[config.mk]
export PLATFORM = sky130hd
export DESIGN_NAME = pwm_duty_sequencer
export DESIGN_NICKNAME = d
export VERILOG_FILES = /design/src/rtl/pwm_duty_sequencer.sv
export SDC_FILE = /design/constraint.sdc
export NUM_CORES = 1
export LEC_CHECK = 0
export ABC_AREA = 1
export CORE_ASPECT_RATIO = 0.8
export CORE_MARGIN = 2
export CORE_UTILIZATION = 61
export CTS_CLUSTER_SIZE = 14
export DETAILED_ROUTE_END_ITERATION = 8
export PLACE_DENSITY = 0.8
export SLEW_MARGIN = 15
export SYNTH_ARGS = -nofsm -noshare
export SYNTH_HDL_FRONTEND = slang
export SYNTH_SLANG_ARGS = --single-unit
[constraint.sdc]
create_clock -name SYSCLK -period 4.2 [get_ports SYSCLK]
set_input_delay 0.84 -clock SYSCLK [delete_from_list [all_inputs] [get_ports SYSCLK]]
set_output_delay 0.84 -clock SYSCLK [all_outputs]
set_load 0.01 [all_outputs]
[src/rtl/pwm_duty_sequencer.sv]
// Duty-level sequencer for the anti-pinch PWM stage: manual stepping, a
// triangle breathing ramp, and an alarm blink that pre-empts both.
module pwm_duty_sequencer #(
  parameter int STEP_CYCLES  = 20_000_000,
  parameter int ALARM_CYCLES = 25_000_000
) (
  input  logic       SYSCLK,
  input  logic       RST,
  input  logic       key_pulse,
  input  logic       pinch_alarm,
  input  logic       alarm_ack,
  output logic [2:0] duty_sel,
  output logic       pwm_en,
  output logic [1:0] mode,
  output logic       alarm_active
);

  localparam int SW = $clog2(STEP_CYCLES);
  localparam int AW = $clog2(ALARM_CYCLES);
  localparam logic [SW-1:0] STEP_LAST  = SW'(STEP_CYCLES - 1);
  localparam logic [AW-1:0] ALARM_LAST = AW'(ALARM_CYCLES - 1);

  typedef enum logic [1:0] {
    S_OFF    = 2'd0,
    S_MANUAL = 2'd1,
    S_BREATH = 2'd2,
    S_ALARM  = 2'd3
  } state_t;

  state_t        state_q, state_d;
  state_t        savedState_q, savedState_d;
  logic [2:0]    duty_q, duty_d;
  logic [2:0]    savedDuty_q, savedDuty_d;
  logic          dirUp_q, dirUp_d;
  logic          savedDirUp_q, savedDirUp_d;
  logic          pwmEn_q, pwmEn_d;
  logic          alarm_q, alarm_d;
  logic [SW-1:0] stepCnt_q, stepCnt_d;
  logic [AW-1:0] blinkCnt_q, blinkCnt_d;

  always_ff @(posedge SYSCLK) begin
    if (RST) begin
      state_q      <= S_OFF;
      savedState_q <= S_OFF;
      duty_q       <= 3'd0;
      savedDuty_q  <= 3'd0;
      dirUp_q      <= 1'b1;
      savedDirUp_q <= 1'b1;
      pwmEn_q      <= 1'b0;
      alarm_q      <= 1'b0;
      stepCnt_q    <= '0;
      blinkCnt_q   <= '0;
    end else begin
      state_q      <= state_d;
      savedState_q <= savedState_d;
      duty_q       <= duty_d;
      savedDuty_q  <= savedDuty_d;
      dirUp_q      <= dirUp_d;
      savedDirUp_q <= savedDirUp_d;
      pwmEn_q      <= pwmEn_d;
      alarm_q      <= alarm_d;
      stepCnt_q    <= stepCnt_d;
      blinkCnt_q   <= blinkCnt_d;
    end
  end

  always_comb begin
    state_d      = state_q;
    savedState_d = savedState_q;
    duty_d       = duty_q;
    savedDuty_d  = savedDuty_q;
    dirUp_d      = dirUp_q;
    savedDirUp_d = savedDirUp_q;
    stepCnt_d    = stepCnt_q;
    blinkCnt_d   = blinkCnt_q;

    // Alarm entry outranks everything, including a same-cycle key press.
    if (state_q != S_ALARM && pinch_alarm) begin
      savedState_d = state_q;
      savedDuty_d  = duty_q;
      savedDirUp_d = dirUp_q;
      state_d      = S_ALARM;
      duty_d       = 3'd5;
      blinkCnt_d   = '0;
    end else begin
      case (state_q)
        S_OFF: begin
          duty_d = 3'd0;
          if (key_pulse) begin
            state_d = S_MANUAL;
            duty_d  = 3'd1;
          end
        end
        S_MANUAL: begin
          if (key_pulse) begin
            if (duty_q < 3'd5) begin
              duty_d = duty_q + 3'd1;
            end else begin
              state_d   = S_BREATH;
              dirUp_d   = 1'b0;
              stepCnt_d = '0;
            end
          end
        end
        S_BREATH: begin
          if (key_pulse) begin
            state_d = S_OFF;
            duty_d  = 3'd0;
          end else if (stepCnt_q == STEP_LAST) begin
            stepCnt_d = '0;
            // Direction flips on the step that lands on an endpoint.
            if (dirUp_q) begin
              duty_d = duty_q + 3'd1;
              if (duty_q == 3'd4) dirUp_d = 1'b0;
            end else begin
              duty_d = duty_q - 3'd1;
              if (duty_q == 3'd1) dirUp_d = 1'b1;
            end
          end else begin
            stepCnt_d = stepCnt_q + 1'b1;
          end
        end
        S_ALARM: begin
          if (alarm_ack && !pinch_alarm) begin
            state_d   = savedState_q;
            duty_d    = (savedState_q == S_OFF) ? 3'd0 : savedDuty_q;
            dirUp_d   = savedDirUp_q;
            stepCnt_d = '0;
          end else if (blinkCnt_q == ALARM_LAST) begin
            blinkCnt_d = '0;
            duty_d     = (duty_q == 3'd5) ? 3'd0 : 3'd5;
          end else begin
            blinkCnt_d = blinkCnt_q + 1'b1;
          end
        end
      endcase
    end

    pwmEn_d = (state_d != S_OFF);
    alarm_d = (state_d == S_ALARM);
  end

  assign duty_sel     = duty_q;
  assign pwm_en       = pwmEn_q;
  assign mode         = state_q;
  assign alarm_active = alarm_q;

endmodule

Word level (Yosys, flattened, before mapping)
Index checks and enable logic that the tools add are counted.
Operators by class
  add/sub/neg operators: 4
  $lt $le $gt $ge: 1
  equality and inequality tests: 22
  multiplexer cells: 35
  bitwise gates (word level): 2
  reductions and logical operators: 13
Operator list (number)
  two-way mux 25 bit: 6
  case mux 25 bit (3 select lines): 1
  adder 25 x 1 -> 25 bit (second input constant): 2
  equality test 25 bit (second input constant): 2
  two-way mux 3 bit: 10
  != test 2 bit (second input constant): 7
  two-way mux 2 bit: 6
  != test 3 bit (second input constant): 4
  case mux 3 bit (4 select lines): 1
  two-way mux 1 bit: 9
  != test 4 bit (second input constant): 2
  case mux 2 bit (4 select lines): 1
  AND reduction 4 bit: 2
  AND reduction 7 bit: 1
  equality test 2 bit (second input constant): 3
  equality test 3 bit (second input constant): 2
  AND reduction 6 bit: 1
  zero test 2 bit: 2
  adder 3 x 1 -> 3 bit (second input constant): 1
  equality test 3 x 1 -> 1 bit (second input constant): 1
  less-than comparator 3 bit (second input constant): 1
  case mux 1 bit (3 select lines): 1
  nonzero test 3 bit: 1
  subtractor 3 x 1 -> 3 bit (second input constant): 1
  7 further kinds: 9
Storage, ports and cells
  bits in registers: 64
  bits of input ports: 5
  output and inout port bits: 7

Longest topological paths before layout
  word-level depth: 6
  depth in mapped cells: 13
  depth with buffers taken out: 12

Worst setup path before layout
OpenSTA, ideal clock, no wires.
  kind: input port to flip-flop
  start point: input pinch_alarm
  end point: register stepCnt_q[15]
  library setup time: 0.117 ns
  arrival time: 1.841 ns
  slack: 2.242 ns
  stages on the path: 10
  path buffers: 0
  path through: inv_2 nand2_1 nand2_1 nand2_1 nor2_2 nand3_2 nor2_2 nand2_1 nor3_1 nor2_1
Between the ends
  word-level cells in the longest chain between the ends: 4
Ends and longest elaborated chain
  start, declared: line 10  | input logic pinch_alarm,
  zero test 1 bit: line 124  | if (alarm_ack && !pinch_alarm) begin
  logical AND 1 bit: line 124
  != test 2 bit (no source line)
  AND reduction 6 bit (no source line) (*)
  end signal, assigned: line 62  | stepCnt_q <= stepCnt_d;
  end, declared: line 38  | logic [SW-1:0] stepCnt_q, stepCnt_d;
Every way passes the cells marked *; elsewhere a longest branch is shown, timed or not.
A chain may end at the register's enable or synchronous reset.

Worst setup path in the final report
  start point: input pinch_alarm
  end point: register blinkCnt_q[16]
Between the ends
  word-level cells in the longest chain between the ends: 4
Ends and longest elaborated chain
  zero test 1 bit: line 124
  logical AND 1 bit: line 124
  inverter 1 bit (no source line)
  AND reduction 2 bit (no source line)
  end signal, assigned: line 63  | blinkCnt_q <= blinkCnt_d;
  end, declared: line 39  | logic [AW-1:0] blinkCnt_q, blinkCnt_d;
Several ways; a longest one is shown, not always the timed one.

==> flow_metrics.tcl <==
set metrics [dict create \
    register_area_um2 1281 \
    async_reset_ff_share_pct 0 \
    post-route-util_pct 69.36 \
    end_kind "flip-flop" \
    wirelength_um 9172 \
    yosysSeqAreaShare_pct 34.54 \
    critPathSlowestCell "inv_1" \
    fill_cells 533 \
    layout.nets 599 \
    dp_hpwl_um 6864 \
    fin_crit_ns 3.074 \
    cp-endpoint "blinkCnt_q[16]" \
    yosysUniqueCellTypes 38 \
    synthTopCellsByArea "dfxtp_1 (35%), nand2_1 (15%), nor2_1 (10%), inv_1 (6.8%), nand3_1 (5.9%)" \
    rows 25 \
    tightest_slew_ns 0.9887 \
    syn_avg_cell_area_um2 6.463 \
    cts_made_buffers 9 \
    r2r_start "mode[0]" \
    synthesis.nets 585 \
    crit_family "buffers and inverters" \
    critPathArrivalTime_ns 3.28 \
    synth_warnings 0 \
    io_buffers 11 \
    cts_tree "built" \
    fmax_mhz 325.3 \
    p_per_area_nw_per_um2 339.8 \
    start_kind "input pin" \
    min_path_type "reg -> reg" \
    grt_pass1_vias 3393 \
    dp.cells 658 \
    cp.required_ns 4.41 \
    synth-edff-count 0 \
    crit_buf_inv 3 \
    cp_max_fo 20 \
    viasPerCell 5.527 \
    finalCritPeriodShare_pct 73.19 \
    start_util_pct 63.09 \
    yosys.area.top_type "dfxtp_1" \
    grt_max_degree 21 \
    tns_ns 0 \
    cts_max_level 3 \
    slew_headroom_pct 33.84 \
    power.leakage_nw 1.599 \
    cp.depth 10 \
    ctsLongestPathBuffers 2 \
    drc 0 \
    drive_gt1_share_pct 6.261 \
    r2r-end "blinkCnt_q[16]" \
    run_status "completed" \
    wire_per_inst_um 13.65 \
    reg2reg_slack_ns 1.79 \
    gp_congestion 0.9384 \
    ctsResizeCount 0 \
    final_cells 672 \
    cp_common_cell "nand2_1" \
    worst_slack_ns 1.126 \
    multi_input_area_um2 2095 \
    num_antenna_cells 0 \
    slew_viol_final 0 \
    io_pins 12 \
    setup.worst_path.start "pinch_alarm" \
    fp.dieW_um 91.19 \
    drtAntennaViolNets 0 \
    synth_top_area_share_pct 34.54 \
    rsz0062_at_grt "false" \
    clock_sinks 64 \
    critical_path_class "in -> reg" \
    clk_latency_ns 0.35 \
    drtIter0Drc 329 \
    die_area_um2 6725 \
    grt-ovfl-total 0 \
    finalSetupViolCount 0 \
    synth.most_common_cell "nand2_1" \
    netlist_area_um2 3710 \
    synth_common_cells "nand2_1 (145), nor2_1 (99), inv_1 (67)" \
    max_cap_viol_count 0 \
    worst_ir_drop_vdd_mv 0.2089 \
    synth_flop_cell "dfxtp_1" \
    ys_ff_latch 64 \
    synth_cells 574 \
    cp_cell_sequence "clkdlybuf4s50_1 -> inv_2 -> nand2_1 -> nand2_1 -> inv_1 -> nand3_1 -> nor2_1 -> nand2_1 -> xor2_1 -> nor2_1" \
    first_pass_iters 6 \
    die_height_um 73.75 \
    cts-hold-fix-buffers 0 \
    worst_path_largest_cell_delay_ns 0.59 \
    clkTransAtPathRegs_ns 0.07 \
    syn2layout_area_growth_pct 9.949 \
    preCtsSetupSlack_ns 0.8204 \
    post-cts-setup-buffers 0 \
    core_um2 5881 \
    r2r_cells 9 \
    grt_first_pass_wirelength_um 15750 \
    final_hold_viol_count 0 \
    cts_root_buffer "clkbuf_8" \
    antenna_found_initial 0 \
    vias 3714 \
    grt_usage_pct 29.61 \
    finClkSkew_ns 0.008814 \
]
final cells by class:
| class | instances | share of cell area (%) |
|---|---|---|
| timing repair buffer | 12 | 2.883 |
| inverter | 72 | 6.748 |
| clock inverter | 3 | 1.656 |
| multi-input combinational | 429 | 51.35 |
| clock buffer | 11 | 3.466 |
| sequential | 64 | 31.41 |
| tap | 81 | 2.485 |
metrics by stage:
step	instance area, um^2	total power, mW	hold slack, ns
floorplan	3710	0.7705	0.4248
global placement	3870	0.8210	0.4505
detailed placement	3870	0.8220	0.4545
CTS	4079	1.392	0.4697
global route	4079	1.440	0.4895
finish	4079	1.386	0.4630
worst min-delay path by stage:
stage                    from             end  slack, ns  cells past startpoint
2_1_floorplan  savedDuty_q[0]  savedDuty_q[0]       0.42                      2
5_1_grt          savedDirUp_q    savedDirUp_q       0.49                      2
3_3_place_gp     savedDirUp_q    savedDirUp_q       0.45                      2
3_5_place_dp     savedDirUp_q    savedDirUp_q       0.45                      2
4_1_cts          savedDirUp_q    savedDirUp_q       0.47                      2
6_report         savedDirUp_q    savedDirUp_q       0.46                      2
routing by layer:
| metal | track usage [%] | wire length, um | up-vias |
|---|---|---|---|
| li1 | - | - | 1862 |
| met1 | 41.13 | 4418 | 1684 |
| met2 | 44.77 | 3803 | 152 |
| met3 | 8.513 | 827 | 16 |
| met4 | 9.259 | 122 | 0 |
| met5 | 0 | 0 | - |
cells by family (layout without fill, tap and decap cells):
family | count (synthesis) | after routing | synth area share, %
AND/OR/NAND/NOR | 348 | 348 | 41.21
flip-flops | 64 | 64 | 34.54
AO/OA/AOI/OAI | 54 | 54 | 8.263
XOR/XNOR | 21 | 21 | 4.958
adder cells (fa/ha/maj) | 6 | 6 | 2.024
buffers and inverters | 81 | 98 | 9.005
registers in the layout (all words and copies together) (netlist names):
name          cells
alarm_active      1
mode              2
duty_sel          3
savedDuty_q       3
savedState_q      2
blinkCnt_q       25
stepCnt_q        25
pwm_en            1
savedDirUp_q      1
dirUp_q           1
layout by cell type (no fill, tap or decap), types with 2 or more instances in the layout:
| master | instances |
|---|---|
| a211oi_1 | 2 |
| a21oi_1 | 25 |
| a31oi_1 | 3 |
| a32o_1 | 2 |
| bufinv_16 | 2 |
| clkbuf_8 | 10 |
| clkdlybuf4s50_1 | 11 |
| dfxtp_1 | 64 |
| ha_1 | 6 |
| inv_1 | 67 |
| inv_2 | 3 |
| nand2_1 | 145 |
| nand2_2 | 4 |
| nand3_1 | 44 |
| nand3b_1 | 2 |
| nand4_1 | 15 |
| nor2_1 | 99 |
| nor2_2 | 5 |
| nor2_4 | 2 |
| nor3_1 | 20 |
| nor3b_1 | 4 |
| nor3b_2 | 2 |
| o21ai_0 | 14 |
| o21ai_1 | 2 |
| o21bai_1 | 3 |
| or2_2 | 2 |
| xnor2_1 | 5 |
| xor2_1 | 16 |
tightest hold or removal path: stages (launching register included):
cell	delay [ns]
dfxtp_1	0.33
nand2_1	0.05
nand3_1	0.05
power breakdown:
| group | switching (mW) | total [mW] | internal (mW) |
|---|---|---|---|
| sequential | 0.0192 | 0.643 | 0.624 |
| combinational | 0.109 | 0.169 | 0.0600 |
| clock | 0.230 | 0.574 | 0.344 |
| total | 0.358 | 1.39 | 1.03 |
No activity file was read; power rests on OpenSTA's default activity.
